===== src/rtl/cpu_types_pkg.sv =====
// rtl/cpu_types_pkg.sv - shared word type, block alignment and bus agent states
package cpu_types_pkg;

    typedef logic [31:0] word_t;

    localparam word_t BLK_ALIGN_MASK = 32'hFFFF_FFF8;

    typedef enum logic [3:0] {
        BA_IDLE     = 4'd0,
        BA_FILL0    = 4'd1,
        BA_FILL1    = 4'd2,
        BA_WB0      = 4'd3,
        BA_WB1      = 4'd4,
        BA_SNP_LOOK = 4'd5,
        BA_SNP_RESP = 4'd6,
        BA_SNP_WB0  = 4'd7,
        BA_SNP_WB1  = 4'd8,
        BA_SNP_WAIT = 4'd9,
        BA_DONE     = 4'd10
    } bus_agent_state_t;

    function automatic word_t blk_align(input word_t addr);
        return addr & BLK_ALIGN_MASK;
    endfunction

endpackage


===== src/rtl/dcache_bus_agent_if.sv =====
// rtl/dcache_bus_agent_if.sv - dcache data and coherence channel to the bus arbiter
interface dcache_bus_agent_if;
    import cpu_types_pkg::*;

    logic  dREN;
    logic  dWEN;
    word_t daddr;
    word_t dstore;
    logic  dwait;
    word_t dload;
    logic  ccwait;
    logic  ccinv;
    word_t ccsnoopaddr;
    logic  cctrans;
    logic  ccwrite;

    modport master (
        output dREN, dWEN, daddr, dstore, cctrans, ccwrite,
        input  dwait, dload, ccwait, ccinv, ccsnoopaddr
    );

    modport slave (
        input  dREN, dWEN, daddr, dstore, cctrans, ccwrite,
        output dwait, dload, ccwait, ccinv, ccsnoopaddr
    );

endinterface


===== src/rtl/snoop_buffer.sv =====
// rtl/snoop_buffer.sv - captured tag lookup result and block data for one snoop
module snoop_buffer
    import cpu_types_pkg::*;
(
    input  logic  CLK,
    input  logic  nRST,
    input  logic  load,
    input  logic  clear,
    input  logic  hit_in,
    input  logic  dirty_in,
    input  word_t data0_in,
    input  word_t data1_in,
    output logic  hit,
    output logic  dirty,
    output word_t data0,
    output word_t data1
);

    always_ff @(posedge CLK) begin
        if (!nRST || clear) begin
            hit   <= 1'b0;
            dirty <= 1'b0;
            data0 <= '0;
            data1 <= '0;
        end else if (load) begin
            hit   <= hit_in;
            dirty <= dirty_in;
            data0 <= data0_in;
            data1 <= data1_in;
        end
    end

endmodule


===== src/rtl/dcache_bus_agent.sv =====
// rtl/dcache_bus_agent.sv - dcache block fill/writeback engine with snoop responder
module dcache_bus_agent
    import cpu_types_pkg::*;
(
    input  logic  CLK,
    input  logic  nRST,
    input  logic  req_fill,
    input  logic  req_wb,
    input  logic  req_excl,
    input  word_t req_addr,
    input  word_t wb_data0,
    input  word_t wb_data1,
    output word_t fill_data0,
    output word_t fill_data1,
    output logic  done,
    output word_t snp_addr,
    input  logic  snp_hit,
    input  logic  snp_dirty,
    input  word_t snp_rdata0,
    input  word_t snp_rdata1,
    output logic  snp_inv,
    output logic  snp_downgrade,
    dcache_bus_agent_if.master bus
);

    localparam logic [3:0] ST_IDLE     = BA_IDLE;
    localparam logic [3:0] ST_FILL0    = BA_FILL0;
    localparam logic [3:0] ST_FILL1    = BA_FILL1;
    localparam logic [3:0] ST_WB0      = BA_WB0;
    localparam logic [3:0] ST_WB1      = BA_WB1;
    localparam logic [3:0] ST_SNP_LOOK = BA_SNP_LOOK;
    localparam logic [3:0] ST_SNP_RESP = BA_SNP_RESP;
    localparam logic [3:0] ST_SNP_WB0  = BA_SNP_WB0;
    localparam logic [3:0] ST_SNP_WB1  = BA_SNP_WB1;
    localparam logic [3:0] ST_SNP_WAIT = BA_SNP_WAIT;
    localparam logic [3:0] ST_DONE     = BA_DONE;

    logic [3:0] state, state_nxt;
    logic       look_phase;
    logic       ret_busy;
    logic       ret_wb;
    logic       buf_hit, buf_dirty;
    word_t      buf_data0, buf_data1;

    snoop_buffer u_snoop_buffer (
        .CLK      (CLK),
        .nRST     (nRST),
        .load     (state == ST_SNP_LOOK && look_phase),
        .clear    (state == ST_SNP_WAIT && !bus.ccwait),
        .hit_in   (snp_hit),
        .dirty_in (snp_dirty),
        .data0_in (snp_rdata0),
        .data1_in (snp_rdata1),
        .hit      (buf_hit),
        .dirty    (buf_dirty),
        .data0    (buf_data0),
        .data1    (buf_data1)
    );

    always_comb begin
        state_nxt = state;
        case (state)
            ST_IDLE: begin
                if (bus.ccwait)    state_nxt = ST_SNP_LOOK;
                else if (req_fill) state_nxt = ST_FILL0;
                else if (req_wb)   state_nxt = ST_WB0;
            end
            ST_FILL0: begin
                if (bus.ccwait)      state_nxt = ST_SNP_LOOK;
                else if (!bus.dwait) state_nxt = ST_FILL1;
            end
            ST_FILL1:    if (!bus.dwait) state_nxt = ST_DONE;
            ST_WB0: begin
                if (bus.ccwait)      state_nxt = ST_SNP_LOOK;
                else if (!bus.dwait) state_nxt = ST_WB1;
            end
            ST_WB1:      if (!bus.dwait) state_nxt = ST_DONE;
            ST_SNP_LOOK: if (look_phase) state_nxt = ST_SNP_RESP;
            ST_SNP_RESP: state_nxt = (buf_hit && buf_dirty) ? ST_SNP_WB0 : ST_SNP_WAIT;
            ST_SNP_WB0:  if (!bus.dwait) state_nxt = ST_SNP_WB1;
            ST_SNP_WB1:  if (!bus.dwait) state_nxt = ST_SNP_WAIT;
            ST_SNP_WAIT: begin
                if (!bus.ccwait)
                    state_nxt = !ret_busy ? ST_IDLE : (ret_wb ? ST_WB0 : ST_FILL0);
            end
            ST_DONE:     state_nxt = ST_IDLE;
            default:     state_nxt = ST_IDLE;
        endcase
    end

    // Lookup takes two cycles: publish snp_addr, then capture the tag result.
    always_ff @(posedge CLK) begin
        if (!nRST) begin
            state         <= ST_IDLE;
            look_phase    <= 1'b0;
            ret_busy      <= 1'b0;
            ret_wb        <= 1'b0;
            snp_addr      <= '0;
            fill_data0    <= '0;
            fill_data1    <= '0;
            snp_downgrade <= 1'b0;
        end else begin
            state         <= state_nxt;
            look_phase    <= (state == ST_SNP_LOOK) && !look_phase;
            snp_downgrade <= (state == ST_SNP_WB1) && !bus.dwait;
            if (state == ST_SNP_LOOK && !look_phase)
                snp_addr <= blk_align(bus.ccsnoopaddr);
            if (state_nxt == ST_SNP_LOOK && state != ST_SNP_LOOK) begin
                ret_busy <= (state != ST_IDLE);
                ret_wb   <= (state == ST_WB0);
            end
            if (state == ST_FILL0 && !bus.ccwait && !bus.dwait)
                fill_data0 <= bus.dload;
            if (state == ST_FILL1 && !bus.dwait)
                fill_data1 <= bus.dload;
        end
    end

    always_comb begin
        bus.dREN    = 1'b0;
        bus.dWEN    = 1'b0;
        bus.daddr   = '0;
        bus.dstore  = '0;
        bus.cctrans = 1'b0;
        bus.ccwrite = 1'b0;
        snp_inv     = 1'b0;
        case (state)
            ST_FILL0, ST_FILL1: begin
                bus.dREN    = 1'b1;
                bus.daddr   = blk_align(req_addr);
                bus.ccwrite = req_excl;
            end
            ST_WB0, ST_WB1: begin
                bus.dWEN   = 1'b1;
                bus.daddr  = blk_align(req_addr);
                bus.dstore = (state == ST_WB0) ? wb_data0 : wb_data1;
            end
            ST_SNP_RESP: begin
                bus.cctrans = 1'b1;
                bus.ccwrite = buf_hit && buf_dirty;
                snp_inv     = bus.ccinv && buf_hit;
            end
            ST_SNP_WB0: bus.dstore = buf_data0;
            ST_SNP_WB1: bus.dstore = buf_data1;
            default: ;
        endcase
    end

    assign done = (state == ST_DONE);

endmodule


===== src/flat_wrapper.sv =====
// flat-port wrapper written by rule: the top's interface ports become plain ports
module dcache_bus_agent_flat import cpu_types_pkg::*;
  (CLK, nRST, req_fill, req_wb, req_excl, req_addr, wb_data0, wb_data1, fill_data0, fill_data1, done, snp_addr, snp_hit, snp_dirty, snp_rdata0, snp_rdata1, snp_inv, snp_downgrade, bus_dREN, bus_dWEN, bus_daddr, bus_dstore, bus_cctrans, bus_ccwrite, bus_dwait, bus_dload, bus_ccwait, bus_ccinv, bus_ccsnoopaddr);
  dcache_bus_agent_if bus_i ();
  input  logic CLK;
  input  logic nRST;
  input  logic req_fill;
  input  logic req_wb;
  input  logic req_excl;
  input  word_t req_addr;
  input  word_t wb_data0;
  input  word_t wb_data1;
  output word_t fill_data0;
  output word_t fill_data1;
  output logic done;
  output word_t snp_addr;
  input  logic snp_hit;
  input  logic snp_dirty;
  input  word_t snp_rdata0;
  input  word_t snp_rdata1;
  output logic snp_inv;
  output logic snp_downgrade;
  output wire logic [$bits(bus_i.dREN)-1:0] bus_dREN;
  output wire logic [$bits(bus_i.dWEN)-1:0] bus_dWEN;
  output wire logic [$bits(bus_i.daddr)-1:0] bus_daddr;
  output wire logic [$bits(bus_i.dstore)-1:0] bus_dstore;
  output wire logic [$bits(bus_i.cctrans)-1:0] bus_cctrans;
  output wire logic [$bits(bus_i.ccwrite)-1:0] bus_ccwrite;
  input wire logic [$bits(bus_i.dwait)-1:0] bus_dwait;
  input wire logic [$bits(bus_i.dload)-1:0] bus_dload;
  input wire logic [$bits(bus_i.ccwait)-1:0] bus_ccwait;
  input wire logic [$bits(bus_i.ccinv)-1:0] bus_ccinv;
  input wire logic [$bits(bus_i.ccsnoopaddr)-1:0] bus_ccsnoopaddr;
  assign bus_dREN = bus_i.dREN;
  assign bus_dWEN = bus_i.dWEN;
  assign bus_daddr = bus_i.daddr;
  assign bus_dstore = bus_i.dstore;
  assign bus_cctrans = bus_i.cctrans;
  assign bus_ccwrite = bus_i.ccwrite;
  assign bus_i.dwait = bus_dwait;
  assign bus_i.dload = bus_dload;
  assign bus_i.ccwait = bus_ccwait;
  assign bus_i.ccinv = bus_ccinv;
  assign bus_i.ccsnoopaddr = bus_ccsnoopaddr;
  dcache_bus_agent u_core (.CLK(CLK), .nRST(nRST), .req_fill(req_fill), .req_wb(req_wb), .req_excl(req_excl), .req_addr(req_addr), .wb_data0(wb_data0), .wb_data1(wb_data1), .fill_data0(fill_data0), .fill_data1(fill_data1), .done(done), .snp_addr(snp_addr), .snp_hit(snp_hit), .snp_dirty(snp_dirty), .snp_rdata0(snp_rdata0), .snp_rdata1(snp_rdata1), .snp_inv(snp_inv), .snp_downgrade(snp_downgrade), .bus(bus_i));
endmodule

===== config.mk =====
export PLATFORM = sky130hd
export DESIGN_NAME = dcache_bus_agent_flat
export DESIGN_NICKNAME = d
export VERILOG_FILES = /design/src/rtl/cpu_types_pkg.sv /design/src/rtl/dcache_bus_agent_if.sv /design/src/rtl/snoop_buffer.sv /design/src/rtl/dcache_bus_agent.sv /design/src/flat_wrapper.sv
export SDC_FILE = /design/constraint.sdc
export NUM_CORES = 1
export LEC_CHECK = 0
export CAP_MARGIN = 40
export CORE_AREA = 2 2 156 158
export DETAILED_ROUTE_END_ITERATION = 8
export DIE_AREA = 0 0 158 160
export GPL_TIMING_DRIVEN = 1
export HOLD_SLACK_MARGIN = 0.03
export PLACE_DENSITY = 0.77
export SKIP_CTS_REPAIR_TIMING = 1
export SYNTH_ARGS = -nofsm -noshare
export SYNTH_HDL_FRONTEND = slang
export SYNTH_SLANG_ARGS = --single-unit

===== constraint.sdc =====
create_clock -name CLK -period 2.1 [get_ports CLK]
set_clock_uncertainty 0.15 [all_clocks]
set_input_delay 0.42 -clock CLK [delete_from_list [all_inputs] [get_ports CLK]]
set_output_delay 0.42 -clock CLK [all_outputs]
set_load 0.01 [all_outputs]

======== After elaboration in Yosys (flattened, before gate mapping) ========
Cells that the tools add are included.
cells by class
  $lt $le $gt $ge ......................... 0
  reduce and logical (&&, ||, !) cells .... 21
  div/mod/pow operators ................... 0
  muxes and demuxes ....................... 24
  add/subtract/negate cells ............... 0
  shifts and indexed selects .............. 0
  equality and inequality tests ........... 12
  multiply operators ...................... 0
  bitwise gates (word level) .............. 0
operators by type and width
  operator              number
  $pmux W32 S3          1
  $mux W32              2
  $mux W4               14
  $pmux W4 S9           1
  $eq A4 B3 Y1 const B  5
  $eq A4 B4 Y1 const B  3
  $logic_and A1 B1 Y1   10
  $eq A4 B2 Y1 const B  2
  $reduce_or A2 Y1      3
  $eq A4 B1 Y1 const B  1
  $logic_not A1 Y1      4
  $logic_not A4 Y1      1
  $mux W1               4
  $ne A4 B3 Y1 const B  1
  $reduce_bool A4 Y1    1
  $reduce_or A4 Y1      1
  $mux W2               1
  $pmux W1 S2           1
  $logic_or A1 B1 Y1    1
word-level totals
  input port bits ......................... 234
  bits in writable memories ............... 0
  output and inout port bits .............. 167
  ROM bits ................................ 0
  latch bits .............................. 0
  flip-flop bits (word level) ............. 167
  word-level logic and storage cells ...... 69
  memories ................................ 0

======== Logic depth before layout (Yosys ltp) ========
  depth in word-level cells ............... 6
  gate-level depth with buffers ........... 8
  mapped depth without buffers ............ 6

======== Modules after synthesis ========
A second synthesis with hierarchy kept.
unflattened totals
  cells, all modules ...................... 868
  area, all modules ....................... 7,504.7 sq um
by module, submodules not included
  module            cells an instance  times used  area each (sq um)
  dcache_bus_agent  654                1           5,109.9
  snoop_buffer      214                1           2,394.8

======== Least setup slack after synthesis ========
Ideal clock, no wire load.
  path kind ............................... reg2out
  start point ............................. reg u_core.state[0]
  end point ............................... out bus_dstore[10]
  cell stages (with the launch flop) ...... 7
  slack ................................... -74 ps
  arrival ................................. 1,604 ps
  cells stage by stage .................... dfxtp_1 > buf_2 > nand2_1 > nor3_4 > buf_4 > mux2i_1 > o21ai_0
on the way
  cells in the longest elaborated chain, start to end .. 3
  elaborated cells between the ends (all ways) .. 7
  classes of those cells .................. eq/ne (4); mux (2); reduce/logical (1)
RTL lines
  element                                              RTL line                                          text
  from (decl)                                          dcache_bus_agent.sv:38                            logic [3:0] state, state_nxt;
  from (signal assigned)                               dcache_bus_agent.sv:103                           state <= state_nxt;
  $eq A4 B2 Y1 / $eq A4 B3 Y1 (equally long branches)  dcache_bus_agent.sv:127, dcache_bus_agent.sv:136
  $mux W32 / $reduce_or A2 Y1 (equally long branches)  dcache_bus_agent.sv:136, dcache_bus_agent.sv:127
  $pmux W32 S3 (*)                                     dcache_bus_agent.sv:127                           case (state)
  to (decl)                                            flat_wrapper.sv:26                                output wire logic [$bits(bus_i.dstore)-1:0] bus_dstore;
Mark *: on every way between the ends. The rest lies on a longest branch, timed or not.

======== Final worst setup path ========
  start point ............................. reg u_core.state[0]
  end point ............................... out bus_dstore[8]
The elaborated chain is that of the path after synthesis.

==> impl_metrics.json <==
{
  "rrSetupSlack_ns": -0.38,
  "cts-root-buf": "clkbuf_16",
  "rsz0062_at_grt": "yes",
  "vias": 8052,
  "status": "finished, violations left",
  "p_sw_share_pct": 32.04,
  "grt_antenna_before_repair": 0,
  "core_area_mm2": 0.02382,
  "drt_iter0_markers": 403,
  "fin_crit_sh_pct": 122.4,
  "switchingPower_mw": 4.170,
  "cts_buffers": 17,
  "drive_above_1_share_pct": 19.81,
  "dieArea_mm2": 0.02528,
  "hold_path_class": "flop to flop",
  "worstSetupPathType": "flop to output pin",
  "clock_latency_ns": 0.42,
  "synth-seq-cells": 167,
  "synthCells": 937,
  "cp.required_ns": 1.53,
  "start_util_pct": 30.54,
  "p_clk_share_pct": 25.4,
  "syn-cell-area_mm2": 0.007274,
  "fin_ws_ns": -0.4695,
  "area_growth_pct": 81.68,
  "grtUsageTotal_pct": 18.80,
  "dp_hpwl_um": 18450,
  "rows": 57,
  "critPathSlowestCell": "dfxtp_4",
  "fin_nets": 1610,
  "p_int_mw": 8.846,
  "layout_common_cells": "nand2_1, clkdlybuf4s50_1, dfxtp_1",
  "crit_family": "buffers and inverters",
  "gp_congestion": 0.8366,
  "seqCellArea_mm2": 0.003358,
  "drt_pass1_iterations": 4,
  "worst_setup_path_start_kind": "flop",
  "cpPeakStageDelay_ns": 0.39,
  "r2r-start": "u_core.state[2]",
  "wl_per_cell_um": 15.25,
  "die_w_um": 158,
  "final_core_util_pct": 55.48,
  "worstReg2RegEnd": "u_core.ret_wb",
  "tightestPinTransition_ns": 0.6974,
  "violations": "setup timing",
  "post-route-min-period_ns": 2.569,
  "clock_sinks": 167,
  "crit_chain": "nand2_4 > nor3_4 > buf_12 > buf_12 > buf_4 > mux2i_2 > o21ai_1 > clkbuf_2",
  "cts_buffer_depth": 2,
  "max_slew_margin_pct": 53.51,
  "synth_cell_types": 56,
  "maxCapViolCount": 0,
  "via_per_inst": 4.703,
  "critPathCapture": "bus_dstore[8]",
  "path_buf_inv": 4,
  "ir_worst_vdd_uv": 556.9,
  "yosysTopAreaCell": "dfxtp_1",
  "synth_edf_count": 0,
  "synth.avg_cell_area_um2": 7.764,
  "cp.depth": 8,
  "r2r_cells": 12,
  "multi_input_area_mm2": 0.003779,
  "synth_flop_cell": "dfxtp_1",
  "synth_top_area_share_pct": 45.96,
  "crit_top_cell": "buf_12",
  "drt-total-wl_um": 26110,
  "ys_seq_area_share_pct": 45.96,
  "worstSetupStartpoint": "u_core.state[0]",
  "path_max_fanout": 7,
  "clk_pin_slew_ns": 0.07,
  "cp.arrival_ns": 2.00,
  "place_ws_ns": -0.4551,
  "synth_area_leaders": "dfxtp_1, nand2_1, a21oi_1",
  "gr-total-overflow": 0,
  "num_io_pins": 401,
  "yosys_warnings": 0,
  "hold_violations": 0,
  "grt_max_degree": 67,
  "finalSetupViolations": 68,
  "chipHeight_um": 160,
  "detail-route-antenna-nets": 0,
  "cp-end-kind": "output pin",
  "drc": 0,
  "combPwrFrac_pct": 47.5,
  "num_antenna_cells": 0,
  "grt_pass1_vias": 7687,
  "pwr-share-seq_pct": 27.1,
  "cts_tree": "built",
  "grt_first_pass_wirelength_um": 38270,
  "htree_num_levels": 4,
  "powerDensity_mw_per_mm2": 984.8,
  "fill_cells": 2158,
  "place.port_buffers": 388,
  "final_common_cell": "nand2_1",
  "async_flop_share_pct": 0,
  "slew_viol_final": 0,
  "p_leak_nw": 4.876,
  "fmax_mhz": 389.2
}
[tightest hold or removal path, cell delays in order (launching register included)]
cell	delay (ns)
dfxtp_1	0.31
nand2_1	0.05
a21oi_1	0.05
[layer usage]
| layer | up-vias | wire (um) | part of all wire [%] | GRT usage (%) |
|---|---|---|---|---|
| met2 | 279 | 13210 | 51 | 33.89 |
| met1 | 3722 | 10490 | 40 | 21.22 |
| met4 | 0 | 601 | 2.3 | 5.979 |
| li1 | 4010 | - | - | - |
| met3 | 41 | 1799 | 6.9 | 5.265 |
| met5 | - | 0 | 0 | 0 |
[per-stage QoR]
stage | area [um^2] | setup TNS, ns | total power [mW] | hold slack, ns | cells
3_3_place_gp | 11990 | -22.18 | 8.296 | 0.2909 | 1647
5_1_grt | 13220 | -24.37 | 13.63 | 0.3182 | 1712
6_report | 13220 | -18.92 | 13.02 | 0.3027 | 1712
4_1_cts | 12600 | -49.73 | 11.69 | 0.3054 | 1678
3_5_place_dp | 11990 | -26.34 | 8.348 | 0.2956 | 1647
2_1_floorplan | 7293 | -0.1090 | 5.659 | 0.2860 | 942
[registers in the layout, indices dropped and copies added, names as in the netlist, 4 cells and up]
| signal | flops |
|---|---|
| u_core.fill_data0 | 32 |
| u_core.fill_data1 | 32 |
| u_core.u_snoop_buffer.data0 | 32 |
| u_core.u_snoop_buffer.data1 | 32 |
| u_core.snp_addr | 29 |
| u_core.state | 4 |
[logic make-up after synthesis]
| group | count (synthesis) | synth area share [%] |
|---|---|---|
| AOI/OAI and AO/OA | 249 | 20.07 |
| other | 1 | 0.05155 |
| muxes | 33 | 4.558 |
| xor gates and xnor gates | 2 | 0.2408 |
| buffers and inverters | 85 | 5.710 |
| and+or+nand+nor | 400 | 23.41 |
| DFF | 167 | 45.96 |
[worst min-delay path by stage]
stage / from / to / slack, ns / cells past startpoint
after floorplan: u_core.u_snoop_buffer.data1[0] / u_core.u_snoop_buffer.data1[0] / 0.29 / 2
after global placement: u_core.snp_addr[23] / u_core.snp_addr[23] / 0.29 / 2
after detailed placement: u_core.fill_data1[11] / u_core.fill_data1[11] / 0.30 / 2
after CTS: u_core.fill_data0[3] / u_core.fill_data0[3] / 0.31 / 2
after global routing: u_core.u_snoop_buffer.data1[19] / u_core.u_snoop_buffer.data1[19] / 0.32 / 2
final: u_core.fill_data0[23] / u_core.fill_data0[23] / 0.30 / 2
[Yosys cell counts (2+ instances only)]
cell type,count
a2111oi_4,2
a21boi_0,2
a21oi_1,160
a22oi_1,32
a32o_1,2
and2_1,30
and3_1,4
buf_2,14
buf_4,10
buf_6,4
clkbuf_1,48
dfxtp_1,167
inv_1,6
mux2i_1,32
nand2_1,328
nand2b_1,2
nand3_1,2
nor2_1,11
nor2b_1,2
nor3_1,5
nor4_1,2
o21ai_0,30
o21ai_1,8
xnor2_1,2
[final cells by class]
| type | instances | share of cell area [%] |
|---|---|---|
| Sequential cell | 167 | 25.41 |
| Tap cell | 324 | 3.067 |
| Multi-Input combinational cell | 690 | 28.59 |
| Timing Repair Buffer | 493 | 38.07 |
| Clock inverter | 13 | 1.382 |
| Inverter | 7 | 0.2367 |
| Clock buffer | 18 | 3.247 |
[power groups by stage]
stage                     Combinational (mW)  Sequential, mW  Clock, mW
after floorplan                         2.06            3.60          0
after global placement                  4.76            3.54          0
after detailed placement                4.80            3.55          0
after CTS                               4.82            3.48       3.39
after global routing                    6.57            3.55       3.52
final                                   6.18            3.53       3.31
Note: power is estimated with default switching activity, not from simulation.
==> RTL edit: new RTL, same settings <==
Make the reset (`nRST`) asynchronous in one clocked block.
--- a/src/rtl/dcache_bus_agent.sv
+++ b/src/rtl/dcache_bus_agent.sv
@@ -89,7 +89,7 @@
     end
 
     // Lookup takes two cycles: publish snp_addr, then capture the tag result.
-    always_ff @(posedge CLK) begin
+    always_ff @(posedge CLK or negedge nRST) begin
         if (!nRST) begin
             state         <= ST_IDLE;
             look_phase    <= 1'b0;
Formal check against the unedited RTL: differs if nRST is asserted again (counterexample within 4 cycles, from zero or initial values and one cycle with nRST low); with nRST held inactive, the same outputs for 4 cycles.
==> RTL edit against the original RTL <==
The run still ends with negative setup slack left; via count shrank 10%; power grew 24%; wire length grew 4.0%; final area shrank 0.17%; synthesized area grew 2.4%; worst setup slack lost 120 ps; clock power shrank 5%; register-to-register slack gained 60 ps; sequential cell count is the same; sequential power grew 35%; critical path type unchanged; highest routed layer is now met5.
==> RTL edit: results (changes against the original RTL) <==
[metrics] Global Route met3 Usage: 8.49% (+3.2 points)
[metrics] share of cells above drive strength 1: 25.1% (+5.3 points)
[metrics] reg-to-reg slack, setup: -320 ps (+60 ps)
[metrics] number of global-route vias before repair: 7260 (-5.6%)
[metrics] GR Util met2: 33.1% (-0.81 points)
[metrics] Main synth FF type: sky130_fd_sc_hd__dfrtp_1
[metrics] cell area after placement: 12100 um^2 (+1.0%)
[metrics] highest signal layer in the routed design: met5
[metrics] layout filler cell count: 2085 (-3.4%)
[metrics] status: complete, but fails checks
[metrics] end of the worst hold path: u_core.u_snoop_buffer.data1[6]
[metrics] worst reg2reg endpoint: u_core.ret_busy
[metrics] Max VDD drop: 0.808 mV (+45%)
[metrics] pin count of the biggest net entering global routing: 102 (+52%)
[metrics] Tot GR Track Use: 19.3% (+0.54 points)
[metrics] violations in the final reports: negative setup slack
[metrics] Syn Area/Cell: 10.2 um^2 (+32%)
[metrics] worst reg-to-reg path cell count: 8 (-4)
[metrics] part of the Yosys area used for sequential elements: 51.7% (+5.7 points)
[metrics] WL/cell: 18.0 um (+18%)
[metrics] library cell contributing the largest single delay on the critical path: sky130_fd_sc_hd__dfrtp_1
[metrics] via count: 7228 (-10%)
[metrics] critical path capture point: bus_dstore[1]
[metrics] Hold Crit Start: u_core.u_snoop_buffer.data1[6]
[metrics] Met3 Routed Length: 2.91 mm (+61%)
[metrics] Lkg Pwr: 5.55 nW (+14%)
[metrics] routed length on met1: 10.5 mm (+0.37%)
[metrics] final instance count without filler cells: 1510 (-12%)
[metrics] cell depth of the worst hold path: 2 (unchanged)
[metrics] most common library cells after synthesis: sky130_fd_sc_hd__nand2_1, sky130_fd_sc_hd__dfrtp_1, sky130_fd_sc_hd__mux2_2
[metrics] Setup Slack @ Placement: -540 ps (-84.6 ps)
[metrics] Final WS setup: -590 ps (-120 ps)
[metrics] total setup violations reported at the end of the flow: 101 (+49%)
[metrics] met1 Resource Use GR: 22.2% (+0.95 points)
[metrics] initial antenna violation count: 3 (+3)
[metrics] largest incremental delay on the critical path: 430 ps (+40 ps)
[metrics] Placer Congestion: 0.797 (-4.8%)
[metrics] wire length of the first global-routing pass: 38.2 mm (about the same)
[metrics] wire length on met2: 13.4 mm (+1.4%)
[metrics] leading cell types by total area after synthesis: sky130_fd_sc_hd__dfrtp_1, sky130_fd_sc_hd__dfxtp_1, sky130_fd_sc_hd__mux2_2, sky130_fd_sc_hd__nand2_1, sky130_fd_sc_hd__a21oi_1
[metrics] Fin Hold WS: 305 ps (+2.42 ps)
[metrics] worst slew margin relative to its limit: 58.9% (+5.4 points)
[metrics] number of distinct library cells after synthesis: 49 (-13%)
[metrics] drt initial violations: 313 (-22%)
[metrics] estimated wirelength of the detail-placed design: 19.0 mm (+2.9%)
[metrics] post-synthesis async set-or-reset flop share: 60.5% (+60 points)
[metrics] setup_tns: -33510 ps (-14590 ps)
[metrics] cell count after placement: 1440 (-13%)
[metrics] Crit. Startpoint: u_core.state[1]
[metrics] final std cell area, no fill: 13200 um^2 (-0.17%)
[metrics] r2r startpoint: u_core.state[2]
## RTL edit: cell types whose count changed after synthesis, moves of 6 or more
cell / unedited run / this run
sky130_fd_sc_hd__nand2_1: 328 / 140
sky130_fd_sc_hd__dfrtp_1: 0 / 101
sky130_fd_sc_hd__dfxtp_1: 167 / 66
sky130_fd_sc_hd__a21oi_1: 160 / 68
sky130_fd_sc_hd__mux2_2: 1 / 91
sky130_fd_sc_hd__clkbuf_1: 48 / 28
sky130_fd_sc_hd__buf_2: 14 / 22
sky130_fd_sc_hd__o21ai_1: 8 / 0
sky130_fd_sc_hd__o21ai_0: 30 / 36
## RTL edit: worst reg2reg max path, cell delays in order (launching register included)
cell                       delay (ps)
sky130_fd_sc_hd__dfrtp_2          440
sky130_fd_sc_hd__buf_6            150
sky130_fd_sc_hd__buf_12           140
sky130_fd_sc_hd__buf_4            150
sky130_fd_sc_hd__nand2b_1         140
sky130_fd_sc_hd__a311oi_2         290
sky130_fd_sc_hd__o211ai_2         150
sky130_fd_sc_hd__nor4b_4          370
sky130_fd_sc_hd__mux2_4           330
## RTL edit: logic make-up after synthesis
family,share of synthesized area (%)
mux,18.7
flops,51.7
simple gates,13.4
compound gates,12.3
buf+inv,3.95
other cells,0.0504
## RTL edit: area by class of cell
cell class | instances | share of cell area, %
repair buffers | 481 | 36.4
well taps | 324 | 3.07
flip-flops and latches | 167 | 29.2
multi-input cells | 500 | 26.7
clock inverters | 14 | 1.16
clock buffers | 18 | 3.33
diodes | 2 | 0.0379
inverters | 4 | 0.114
## RTL edit: power by group
part,total [mW],switching (mW),internal (mW)
combinational,8.18,3.38,4.80
clock,3.14,1.51,1.63
sequential,4.76,0.570,4.19
total,16.1,5.45,10.6
